## config.mk

```make
export PLATFORM = sky130hd
export DESIGN_NAME = nn_bgt_sched
export DESIGN_NICKNAME = d
export VERILOG_FILES = /design/src/rtl/nn_bgt_sched.sv
export SDC_FILE = /design/constraint.sdc
export NUM_CORES = 1
export LEC_CHECK = 0
export CAP_MARGIN = 20
export CORE_ASPECT_RATIO = 2
export CORE_MARGIN = 2
export CORE_UTILIZATION = 55
export CTS_CLUSTER_DIAMETER = 50
export DETAILED_ROUTE_END_ITERATION = 16
export MAX_ROUTING_LAYER = met4
export PLACE_DENSITY = 0.78
export REMOVE_ABC_BUFFERS = 1
export SYNTH_ARGS = -nofsm -noshare
export SYNTH_HDL_FRONTEND = slang
export SYNTH_SLANG_ARGS = --single-unit
```

## constraint.sdc

```tcl
create_clock -name CLK -period 3.05 [get_ports CLK]
set_input_delay 0.61 -clock CLK [delete_from_list [all_inputs] [get_ports CLK]]
set_output_delay 0.61 -clock CLK [all_outputs]
set_load 0.02 [all_outputs]
```

## src/rtl/nn_bgt_sched.sv

```systemverilog
// Round-robin burst-gate scheduler: grants one fixed-length burst plus refractory gap per request event.
// Optional NN_BGT_SCHED_DROP_EN: discard request events that arrive while a burst/refractory is in progress.
module nn_bgt_sched #(
    parameter int N                   = 4,
    parameter int ID_W                = 2,
    parameter int PULSE_DURATION      = 10,
    parameter int REFRACTORY_DURATION = 10,
    parameter int COUNTER_SIZE        = 8
) (
    input  logic            CLK,
    input  logic            INIT_N,
    input  logic            EN,
    input  logic [N-1:0]    REQ,
    output logic            OUT,
    output logic [N-1:0]    GNT,
    output logic [ID_W-1:0] WINNER,
    output logic            BUSY,
    output logic [N-1:0]    PEND
);

    localparam logic [1:0] IDLE    = 2'd0;
    localparam logic [1:0] BURST   = 2'd1;
    localparam logic [1:0] REFRACT = 2'd2;

    localparam logic [COUNTER_SIZE-1:0] PULSE_LAST = COUNTER_SIZE'(PULSE_DURATION - 1);
    localparam logic [COUNTER_SIZE-1:0] REFR_LAST  =
        COUNTER_SIZE'((REFRACTORY_DURATION > 0) ? REFRACTORY_DURATION - 1 : 0);
    localparam logic [ID_W-1:0] LAST_INIT = ID_W'(N - 1);
    localparam logic [N-1:0]    ONE_HOT0  = {{(N-1){1'b0}}, 1'b1};

    logic [1:0]              state;
    logic [COUNTER_SIZE-1:0] cnt;
    logic [N-1:0]            req_d;
    logic [N-1:0]            pend;
    logic [N-1:0]            gnt;
    logic [ID_W-1:0]         last;
    logic [ID_W-1:0]         winner;
    logic                    out_r;
    logic                    busy;

    logic [N-1:0]            ev;
    logic [N-1:0]            rot;
    logic [N-1:0]            sel_oh;
    logic [N-1:0]            clr;
    logic [ID_W-1:0]         sel_idx;
    logic                    found;
    logic                    grant;
    int unsigned             start;
    int unsigned             off;

    always_comb begin
        ev = REQ & ~req_d;
`ifdef NN_BGT_SCHED_DROP_EN
        if (state != IDLE) ev = '0;
`endif
    end

    // Rotate PEND so the search start lands on bit 0, then count up to the first set bit.
    always_comb begin
        start = (32'(last) + 32'd1) % 32'(N);
        rot   = N'({pend, pend} >> start);
        found = 1'b0;
        off   = 0;
        for (int unsigned k = 0; k < 32'(N); k++) begin
            if (!found) begin
                if (rot[0]) begin
                    found = 1'b1;
                end else begin
                    rot = rot >> 1;
                    off = off + 1;
                end
            end
        end
        sel_idx = ID_W'((start + off) % 32'(N));
        sel_oh  = found ? (ONE_HOT0 << sel_idx) : '0;
        grant   = (state == IDLE) && EN && found;
        clr     = grant ? sel_oh : '0;
    end

    always_ff @(posedge CLK or negedge INIT_N) begin
        if (!INIT_N) begin
            state  <= IDLE;
            cnt    <= '0;
            req_d  <= '0;
            pend   <= '0;
            gnt    <= '0;
            last   <= LAST_INIT;
            winner <= '0;
            out_r  <= 1'b0;
            busy   <= 1'b0;
        end else begin
            req_d <= REQ;
            pend  <= (pend | ev) & ~clr;
            case (state)
                IDLE: begin
                    if (grant) begin
                        gnt    <= sel_oh;
                        last   <= sel_idx;
                        winner <= sel_idx;
                        out_r  <= 1'b1;
                        busy   <= 1'b1;
                        cnt    <= '0;
                        state  <= BURST;
                    end
                end
                BURST: begin
                    if (cnt == PULSE_LAST) begin
                        out_r <= 1'b0;
                        gnt   <= '0;
                        cnt   <= '0;
                        if (REFRACTORY_DURATION == 0) begin
                            state <= IDLE;
                            busy  <= 1'b0;
                        end else begin
                            state <= REFRACT;
                        end
                    end else begin
                        cnt <= cnt + 1'b1;
                    end
                end
                REFRACT: begin
                    if (cnt == REFR_LAST) begin
                        cnt   <= '0;
                        state <= IDLE;
                        busy  <= 1'b0;
                    end else begin
                        cnt <= cnt + 1'b1;
                    end
                end
                default: begin
                    state <= IDLE;
                    busy  <= 1'b0;
                    out_r <= 1'b0;
                    gnt   <= '0;
                    cnt   <= '0;
                end
            endcase
        end
    end

    assign OUT    = out_r;
    assign GNT    = gnt;
    assign WINNER = winner;
    assign BUSY   = busy;
    assign PEND   = pend;

endmodule

```

## After elaboration in Yosys (flattened, before gate mapping)

Index checks and enable logic that the tools add are counted.

- Logic and storage cells: 73
- Register bits after elaboration: 28
- Output and inout bits: 12
- Input port bits: 7

- Mux-type cells: 35
- Add/subtract/negate cells: 6
- Bitwise gates (word level): 7
- Equal/unequal tests: 6
- Reduce and logical (&&, ||, !) cells: 8
- Shifts and indexed selects: 2

Operator list:

| operator | number |
|---|---|
| $mux W2 | 11 |
| $mux W4 | 4 |
| $mux W8 | 2 |
| $pmux W8 S2 | 1 |
| $mux W1 | 12 |
| $pmux W4 S3 | 1 |
| $reduce_and A3 Y1 | 3 |
| $add A8 B1 Y8 const B | 1 |
| $and A4 B4 Y4 | 2 |
| $eq A8 B4 Y1 const B | 1 |
| $not A4 Y4 | 2 |
| $shr A8 B2 Y4 | 1 |
| $add A2 B1 Y2 const B | 3 |
| $ne A2 B2 Y1 const B | 3 |
| $pmux W1 S3 | 2 |
| $pmux W2 S3 | 1 |
| $or A4 B4 Y4 | 1 |
| $shl A1 B2 Y4 const A | 1 |
| $mux W3 | 1 |
| $add A1 B1 Y2 const B | 1 |
| $add A2 B2 Y2 | 1 |
| $eq A2 B1 Y1 const B | 1 |
| $eq A2 B2 Y1 const B | 1 |
| $logic_and A1 B1 Y1 | 2 |
| other kinds (4) | 5 |

## Depth between registers and ports, before layout

Gate-level depths: netlist of the first run.

- Depth in word-level cells: 18
- Gate-level depth with buffers: 9
- Mapped depth without buffers: 8

## Worst setup path after synthesis of the first run

No wires, ideal clock.

- Path type: register to register
- From: register last[0]
- To: register gnt[0] (netlist: GNT[0])
- Buffers on the path: 1
- Data required time: 2985 ps
- Path slack: 589 ps
- Arrival time: 2396 ps
- Stages on the path, launching flop included: 9
- Cells stage by stage: dfstp_2 -> clkbuf_1 -> nor3_1 -> a31oi_1 -> o2111ai_1 -> ha_1 -> or4b_4 -> nor4_1 -> a211o_1

- Longest elaborated chain between the ends: 17
- Elaborated cells between the ends (all ways): 32
- Those cells by class: 5 x add/sub; 1 x eq/ne; 2 x shift; 22 x mux; 2 x reduce/logical

Ends and longest elaborated chain:

| item | RTL line | source |
|---|---|---|
| start, declared | 36 | `logic [ID_W-1:0] last;` |
| start signal, assigned | 98 | `last <= sel_idx;` |
| $add A2 B1 Y2 (*) | 60 | `start = (32'(last) + 32'd1) % 32'(N);` |
| $shr A8 B2 Y4 | 61 | `rot = N'({pend, pend} >> start);` |
| $mux W1 | 66 | `if (rot[0]) begin` |
| $add A1 B1 Y2 | 70 | `off = off + 1;` |
| $mux W2 | 66 |  |
| $mux W2 | 65 | `if (!found) begin` |
| $add A2 B1 Y2 | 70 |  |
| $mux W2 | 66 |  |
| [2 not listed] | n/a |  |
| $mux W2 | 66 |  |
| $mux W2 | 65 |  |
| $add A2 B2 Y2 (*) | 74 | `sel_idx = ID_W'((start + off) % 32'(N));` |
| named net sel_idx[0] | 45 | `logic [ID_W-1:0] sel_idx;` |
| $shl A1 B2 Y4 (*) | 75 | `sel_oh = found ? (ONE_HOT0 << sel_idx) : '0;` |
| $mux W4 (*) | 75 |  |
| $mux W4 (*) | 96 | `if (grant) begin` |
| $pmux W4 S3 (*) | 94 | `case (state)` |
| end signal, assigned | 97 | `gnt <= sel_oh;` |
| end, declared | 35 | `logic [N-1:0] gnt;` |

The timed path passes the listed nets; every way through them passes the cells marked *. The select of a mux whose other input is x is not followed.
A chain may end at the register's enable or synchronous reset.

## Worst setup path in the final report of the first run

- From: register pend[3] (netlist: PEND[3])
- To: register gnt[0] (netlist: GNT[0])

- Longest elaborated chain between the ends: 16
- Elaborated cells between the ends (all ways): 31
- Those cells by class: 4 x add/sub; 1 x eq/ne; 2 x shift; 22 x mux; 2 x reduce/logical

Ends and longest elaborated chain:

| item | RTL line | source |
|---|---|---|
| start, declared | 34 | `logic [N-1:0] pend;` |
| start signal, assigned | 93 | `pend <= (pend \| ev) & ~clr;` |
| $shr A8 B2 Y4 (*) | 61 |  |
| $mux W1 | 66 |  |
| $add A1 B1 Y2 | 70 |  |
| $mux W2 | 66 |  |
| $mux W2 | 65 |  |
| $add A2 B1 Y2 | 70 |  |
| $mux W2 | 66 |  |
| $mux W2 | 65 |  |
| $add A2 B1 Y2 | 70 |  |
| $mux W2 | 66 |  |
| $mux W2 (*) | 65 |  |
| $add A2 B2 Y2 (*) | 74 |  |
| named net sel_idx[0] | 45 |  |
| $shl A1 B2 Y4 (*) | 75 |  |
| $mux W4 (*) | 75 |  |
| $mux W4 (*) | 96 |  |
| $pmux W4 S3 (*) | 94 |  |

Marked as above.

==> results of run 1 <==
[per-stage QoR]
step	area [um^2]	power (mW)
2_1_floorplan	1610	1.19
3_3_place_gp	1830	1.44
3_5_place_dp	1830	1.49
4_1_cts	1890	1.72
5_1_grt	1890	1.84
6_report	1890	1.72
[flip-flops by register name, summed over array words and instances (netlist names)]
name    cells
WINNER      2
req_d       4
state       2
BUSY        1
cnt         8
OUT         1
last        2
PEND        4
GNT         4
[area by class of cell]
type / instances / area [um^2]
fill: 262 / 1060
multi-input combinational: 122 / 857
sequential: 28 / 703
timing repair buffer: 19 / 188
clock buffer: 4 / 55.1
inverter: 12 / 45.0
tap: 30 / 37.5
[synthesized netlist by cell type (all sizes together)]
master   count  area (um^2)
dfrtp       26          651
a21oi       15         75.1
nor3        14         70.1
nand2       13         48.8
inv         12         45.0
nor2         7         26.3
a211oi       6         62.6
buf          6         56.3
ha           6         75.1
nor4         6         52.6
o21ai        6         30.0
a211o        5         43.8
nand3        5         25.0
a22o         4         35.0
mux2         3         41.3
a31oi        2         12.5
and3         2         12.5
clkbuf       2         7.51
dfstp        2         52.6
nand2b       2         15.0
nand4b       2         17.5
nor2b        2         12.5
o211ai       2         20.0
o22ai        2         12.5
o2bb2ai      2         17.5
or2          2         12.5
a21boi       1         11.3
a21o         1         7.51
and2         1         6.26
and3b        1         8.76
nand4        1         6.26
nor4bb       1         10.0
o2111ai      1         8.76
o211a        1         10.0
o21ba        1         10.0
o41a         1         11.3
o41ai        1         16.3
or3b         1         11.3
or4          1         7.51
or4b         1         13.8
[worst min path at each step]
stage,to
2_1_floorplan,BUSY$_DFFE_PN0P_
3_3_place_gp,WINNER[0]$_DFFE_PN0P_
3_5_place_dp,WINNER[0]$_DFFE_PN0P_
4_1_cts,WINNER[0]$_DFFE_PN0P_
5_1_grt,WINNER[0]$_DFFE_PN0P_
6_report,WINNER[0]$_DFFE_PN0P_
[where the power goes]
| part | internal (mW) | switching, mW |
|---|---|---|
| Clock | 0.116 | 0.117 |
| Combinational | 0.374 | 0.499 |
| Sequential | 0.479 | 0.133 |
[cell usage in the layout (no fill, tap or decap), types with 2 or more instances in the layout]
cell | synthesis | layout
sky130_fd_sc_hd__dfstp_2 | 2 | 2
sky130_fd_sc_hd__mux2_4 | 2 | 2
sky130_fd_sc_hd__nor4_1 | 5 | 5
sky130_fd_sc_hd__a22o_1 | 4 | 4
sky130_fd_sc_hd__nand2_1 | 13 | 13
sky130_fd_sc_hd__a21oi_1 | 15 | 15
sky130_fd_sc_hd__o2bb2ai_1 | 2 | 2
sky130_fd_sc_hd__a211oi_1 | 4 | 4
sky130_fd_sc_hd__inv_1 | 12 | 12
sky130_fd_sc_hd__nand4b_1 | 2 | 2
sky130_fd_sc_hd__nor3_1 | 14 | 14
sky130_fd_sc_hd__a31oi_1 | 2 | 2
sky130_fd_sc_hd__nand3_1 | 5 | 5
sky130_fd_sc_hd__nor2b_1 | 2 | 2
sky130_fd_sc_hd__nor2_1 | 7 | 7
sky130_fd_sc_hd__a211o_1 | 5 | 5
sky130_fd_sc_hd__ha_1 | 6 | 6
sky130_fd_sc_hd__clkdlybuf4s50_1 | 0 | 18
sky130_fd_sc_hd__o22ai_1 | 2 | 2
sky130_fd_sc_hd__clkbuf_8 | 0 | 4
sky130_fd_sc_hd__or2_2 | 2 | 2
sky130_fd_sc_hd__dfrtp_1 | 26 | 26
sky130_fd_sc_hd__and3_1 | 2 | 2
sky130_fd_sc_hd__o21ai_0 | 6 | 6
[per-layer routing]
metal / up-vias / part of all wire (%)
met2: 23 / 59
met3: 7 / 2.4
li1: 660 / -
met5: - / 0
met4: 0 / 2.2
met1: 686 / 36
[worst max-delay path: cells and delay by family (launching register included)]
family	cells	cell delay, ns
adder cells (fa/ha/maj)	1	0.31
AO/OA/AOI/OAI	2	0.23
AND/OR/NAND/NOR	3	1.33
flip-flops	1	0.51
[cells by family (layout without fill, tap and decap cells)]
group | after synthesis | after routing | synth area share, %
AOI/OAI and AO/OA | 51 | 51 | 23.0
muxes | 3 | 3 | 2.47
DFF | 28 | 28 | 42.1
buffers and inverters | 20 | 35 | 6.52
and+or+nand+nor | 62 | 62 | 21.4
adders and majority gates | 6 | 6 | 4.50
==> impl.org, run 1 <==
** Placement
- Timing analysis after detailed placement gives a worst setup slack of 0.630 ns.
- Estimated wirelength of the detail-placed design :: 2860 um
- Input and output buffers added on the ports amount to 18.
- At the end of routability-driven placement, the weighted congestion stood at 0.867.
- Total instance count after detailed placement :: 211

** Global route
- Global-route wire length before repair :: 6630 um
- M3 GR Usage :: 2.86%
- The global routing stage identified its most utilized layer as met2.
- Global routing consumed, on the met2 layer, 48.6% of the routing resources.
- The initial antenna violation count came to 0.
- Met1 GRT Util :: 25.1%
- Overflow after GRT :: 0
- The via count of the first global-routing pass was 1,467.
- Entering global routing, the biggest net connects 29 pins.
- Tot GR Track Use :: 25.3%

** Clock network
- The clock drives 28 sinks.
- In this run the number of H-tree levels came out at 1.
- The root buffer cell chosen for the clock tree is sky130_fd_sc_hd__clkbuf_8.
- Buffers inserted during clock tree synthesis total 3.
- Hold buffer count at cts :: 0
- Maximum root-to-sink buffer count :: 2
- Clock tree from TritonCTS :: done
- Post-CTS Setup Repair Bufs :: 0
- Skew-Pair Late Insertion Delay :: 0.28 ns
- After clock tree synthesis, the clock-pin slew on the worst setup and hold paths is 0.09 ns.
- Gates resized during post-CTS repair numbered 0.

** Timing
- The worst path needs 2.44 ns of the cycle, external delays included.
- Worst relative slew slack :: 69.4%
- Across all hold checks on the routed design, the worst slack comes to 0.483 ns.
- Aggregate negative setup slack :: 0 ns
- Slew of the pin with the lowest slew margin :: 0.459 ns
- Peak Freq :: 0.411 GHz
- The number of pins with negative max-slew slack in the final report was 0.
- Setup violations remaining at the end of the flow were counted as 0.
- Setup slack closes at 0.614 ns.
- Unrepaired setup endpoints after global routing :: no
- The clock arrives with 0.00303 ns of skew.
- Final cycle utilization of the critical path :: 79.9%
- Final count of hold timing violations :: 0

** Setup path
- Worst r2r path cells :: 6
- Worst setup path start :: PEND[3]$_DFF_PN0_
- The worst setup path is captured at a flop.
- Highest-delay cell along the critical path :: sky130_fd_sc_hd__or4b_4
- In this run the worst setup path terminates at GNT[0]$_DFFE_PN0P_.
- Kind of critical path :: reg -> reg
- Setup slack on the worst flop-to-flop path :: 0.61 ns
- Element type at the critical path start :: flop
- Data on the critical path arrives at its endpoint at 2.66 ns.
- Data on the critical path is required at its endpoint by 3.28 ns.
- Walking the worst path, the cells encountered are or4_1 > o2111ai_1 > ha_1 > or4b_4 > nor4_1 > a211o_1.
- In this run the critical register-to-register path is captured at GNT[0]$_DFFE_PN0P_.
- The largest single stage delay on the critical path is 0.57 ns.
- Worst-path maximum fanout :: 12
- Launching point of the worst reg2reg path :: PEND[3]$_DFF_PN0_

** Synthesis
- Synthesis produced 170 cells.
- Average size of a mapped cell :: 9.82 um^2
- Count of distinct cell types in the synthesized netlist :: 47
- Sequential fraction of the synthesis area :: 42.1%
- In this run, synthesis produced a sequential element count of 28.
- Summing every instance area after synthesis gives 1670 um^2.
- Number of synthesis warnings :: 0

** Power and ir drop
- Worst voltage drop across the vdd grid :: 0.485 mV
- Static leakage power :: 0.835 nW
- Ratio of total power to cell area :: 911 nW/um^2

** Routing
- In this run the remaining antenna-violating nets after routing total 0.
- Number of vias in the routed layout :: 1,376
- For this run, the detailed router's first-pass iteration total came to 4.
- After detailed routing, the number of vias per cell comes to 6.40.
- In this run, the number of DRC markers left after iteration 0 of detailed routing was 30.
- The final layout contains routed wiring with a total length of 3720 um.
- In the routed design, unresolved DRC markers number 0.
- In the final routed layout, each cell accounts on average for 17.3 um.

** Cells and area
- Number of inserted diodes :: 0
- Cells fill 64.1% of the core in the end.
- After the last flow step, the layout net total stands at 199.
- The area growth from synthesis to layout is 13.0%.
- The count of cells in the finished layout, fillers not included, comes to 215.
- In the final layout, the share of cells above drive strength 1 is 11.4%.

** Die
- The floorplan has 28 rows.
- Measured along the y axis, the die boundary spans 81.9 um.
- Floorplan die width :: 43.0 um
- Initial Utilization :: 56.7%
- Total die area :: 3520 um^2
- IO Count :: 19
- The core region is 2940 um^2.

** Run
- Across the run, the number of max-cap violations was 0.

** Worst hold path
- The worst hold path begins at WINNER[0]$_DFFE_PN0P_.
- The tightest min-delay check is of the reg -> reg type.
- Min-Delay Path Depth :: 2

** Outcome
- The flow ran to the end, and the final reports show no timing, DRC or antenna violations.
Note: power is estimated with default switching activity, not from simulation.
==> run 2: changes to the inputs <==
Settings changed: CORE_UTILIZATION 55 to 50, PLACE_DENSITY 0.78 to 0.75.
Clock period 3.05 ns to 2.2 ns, I/O delays scaled along.
==> impl.org, run 2 (same netlist as run 1, synthesis figures left out) <==
** Die
- For this design the top-level I/O count stands at 19.
- In this run the core area contains 29 standard-cell rows.
- The die is 44.9 um wide.
- Total die area :: 3840 um^2
- In this run the standard cell core region covers 3190 um^2.
- Die Y-Extent :: 85.7 um
- Initial Utilization :: 52.3%

** Clock network
- TritonCTS created 3 clock buffers.
- Maximum root-to-sink buffer count :: 2
- Clock transition at the registers of the reported paths :: 0.10 ns
- TritonCTS built the clock tree.
- CTS built an H-tree with a depth of 1.
- Number of sinks driven by the clock tree :: 28
- At the later pin of the worst-skew pair, clock insertion delay measures 0.28 ns.
- Hold buffer count at cts :: 0
- Clock tree root driver cell :: sky130_fd_sc_hd__clkbuf_8

** Worst hold path
- Along the worst hold path, the cell count comes to 2.
- The startpoint identified for the worst hold timing path is WINNER[0]$_DFFE_PN0P_.
- The worst hold path belongs to the class reg -> reg.
- Hold EP :: WINNER[0]$_DFFE_PN0P_

** Power and ir drop
- The worst-case IR drop observed on VDD is 0.803 mV.
- Part of the power in combinational logic :: 57.5%
- In this run the static leakage power is 0.911 nW.
- Cell-internal power :: 1.50 mW
- Part of the total power dissipated in the clock network :: 12.3%
- Power spread over the standard cell area amounts to 1300 nW/um^2.
- Of the total power, the share spent switching nets is 43.1%.
- Power share of the sequential group :: 30.1%
- For this design the total switching power over the nets is 1.13 mW.
- The design draws 2.63 mW.

** Setup path
- At the worst endpoint, the required time is 2.42 ns.
- Worst path arrival time :: 2.44 ns
- Element type at the critical path start :: flop
- Launching point of the worst reg2reg path :: last[0]$_DFFE_PN1P_
- Nature of the critical path endpoint :: flop
- Among all stages on the critical path, the largest delay is contributed by sky130_fd_sc_hd__dfstp_2.
- Worst setup path start :: last[0]$_DFFE_PN1P_
- The worst register-to-register path ends at GNT[2]$_DFFE_PN0P_.
- Worst-path maximum fanout :: 6
- Measured in cells, the most critical reg-to-reg path has a length of 7.
- Setup slack on the worst flop-to-flop path :: -0.02 ns
- For this run, the slowest stage of the critical path takes 0.60 ns.
- The worst setup path is of the reg -> reg kind.
- The critical path goes through nor3_2 > a31oi_1 > o2111ai_2 > ha_1 > or4b_4 > a211oi_2 > a211o_1.

** Cells and area
- Compared with the post-synthesis result, the final layout area differs by 21.4%.
- Share of final-layout standard cells stronger than drive strength 1 :: 20.1%
- Final instance area :: 2030 um^2
- Final core utilization :: 63.5%
- Commonest non-fill, non-tap cell in the layout :: sky130_fd_sc_hd__dfrtp_1
- Number of flip-flops under the largest register name :: 8
- In the layout the commonest cells are 26 x sky130_fd_sc_hd__dfrtp_1, 18 x sky130_fd_sc_hd__clkdlybuf4s50_1, 15 x sky130_fd_sc_hd__a21oi_1, 15 x sky130_fd_sc_hd__buf_4.
- At the end of the flow, the number of nets in the layout was 213.
- 0 antenna diodes ended up in the layout.
- Counting flops per register, the top entry is cnt.
- # fillers :: 284

** Timing
- Headroom to the max-slew limit came out at 65.8%.
- The smallest clock period supported by the final layout is computed as 2.22 ns.
- For the final database, setup skew stands at 0.00531 ns.
- Aggregate negative setup slack :: -0.0429 ns
- Final Max Slew Viols :: 0
- Unrepaired setup endpoints after global routing :: yes
- Based on the critical path, the design can be clocked at up to 0.450 GHz.
- For the pin with the worst max-slew slack, the measured transition is 0.508 ns.
- Across all setup checks in the final design, the least slack found is -0.0215 ns.
- Number of setup violations in the final report :: 4
- Final cycle utilization of the critical path :: 101%
- Final count of hold timing violations :: 0

** Routing
- Sum of met2 wire segment lengths after detailed routing :: 2350 um
- Summed over all layers, the routed wires come to 3980 um.
- Highest signal layer in the routed design :: met4
- Before antenna repair, the detailed router went through 4 iterations.
- After detailed routing, the met3 layer carries 108 um of wire.
- DRC errors left :: 0
- Post-Route M1 WL :: 1400 um
- Wire per inst :: 17.3 um
- Number of vias in the routed layout :: 1,453
- Initial drt markers :: 21
- Post-DR vias/cell :: 6.32
- In this run the remaining antenna-violating nets after routing total 0.

** Placement
- Pre-CTS setup slack :: -0.0605 ns
- During placement, the flow inserted port buffers numbering 18.
- Estimated wirelength of the detail-placed design :: 3080 um
- Area after detailed placement :: 1930 um^2
- At the end of routability-driven placement, the weighted congestion stood at 0.769.

** Global route
- Number of antenna violations at the first check in global routing :: 0
- In the global route stage, overall resource usage came out at 23.7%.
- The via count of the first global-routing pass was 1,532.
- For this run the aggregate overflow at the end of global routing stands at 0.
- The first global-routing pass estimated 6680 um of wire.
- Entering global routing, the biggest net connects 29 pins.

** Outcome
- Failing checks :: negative setup slack
- Status :: complete, but fails checks

** Run
- Max-cap violations in this run came to 0.
[run 2: stage by stage]
stage / instances / hold WS (ns)
3_5_place_dp: 225 / 0.474
2_1_floorplan: 162 / 0.144
3_3_place_gp: 225 / 0.466
5_1_grt: 230 / 0.523
4_1_cts: 230 / 0.498
6_report: 230 / 0.495
[run 2: worst max path at each step]
stage / end / depth (start not counted) / slack, ns
floorplan: GNT[0]$_DFFE_PN0P_ / 7 / -0.15
global placement: GNT[0]$_DFFE_PN0P_ / 6 / -0.01
detailed placement: GNT[2]$_DFFE_PN0P_ / 6 / -0.06
CTS: GNT[2]$_DFFE_PN0P_ / 6 / -0.04
global route: PEND[0]$_DFF_PN0_ / 7 / -0.11
finish: GNT[2]$_DFFE_PN0P_ / 7 / -0.02
[run 2: timing repair]
| action | in CTS | in global routing |
|---|---|---|
| resized for setup | 2 | 4 |
| setup endpoints to repair | 3 | 6 |
| pin swaps | 6 | 3 |
| setup buffers | 1 | 0 |
[run 2: critical path: cells and delay by family (launching register included)]
| kind | cells | cell delay [ns] |
|---|---|---|
| AO/OA/AOI/OAI | 4 | 0.62 |
| flip-flops | 1 | 0.60 |
| AND/OR/NAND/NOR | 2 | 0.63 |
| adder cells (fa/ha/maj) | 1 | 0.32 |
[run 2: power by group through the flow]
stage	Combinational, mW	Clock, mW	Sequential [mW]
3_5_place_dp	1.43	0	0.799
5_1_grt	1.62	0.345	0.814
2_1_floorplan	0.741	0	0.915
3_3_place_gp	1.38	0	0.790
6_report	1.51	0.324	0.792
4_1_cts	1.48	0.325	0.786
[run 2: final cells by class]
| type | instances | area (um^2) | share of cell area (%) |
|---|---|---|---|
| well taps | 31 | 38.8 | 1.91 |
| multi-input cells | 122 | 892 | 44.0 |
| repair buffers | 33 | 293 | 14.4 |
| inverters | 12 | 45.0 | 2.22 |
| flip-flops and latches | 28 | 703 | 34.7 |
| clock buffers | 4 | 55.1 | 2.72 |
[run 2: routing by layer]
layer	vias up	track usage, %
li1	694	-
met1	713	22.3
met2	34	45.3
met3	12	2.32
met4	0	9.63
met5	-	-
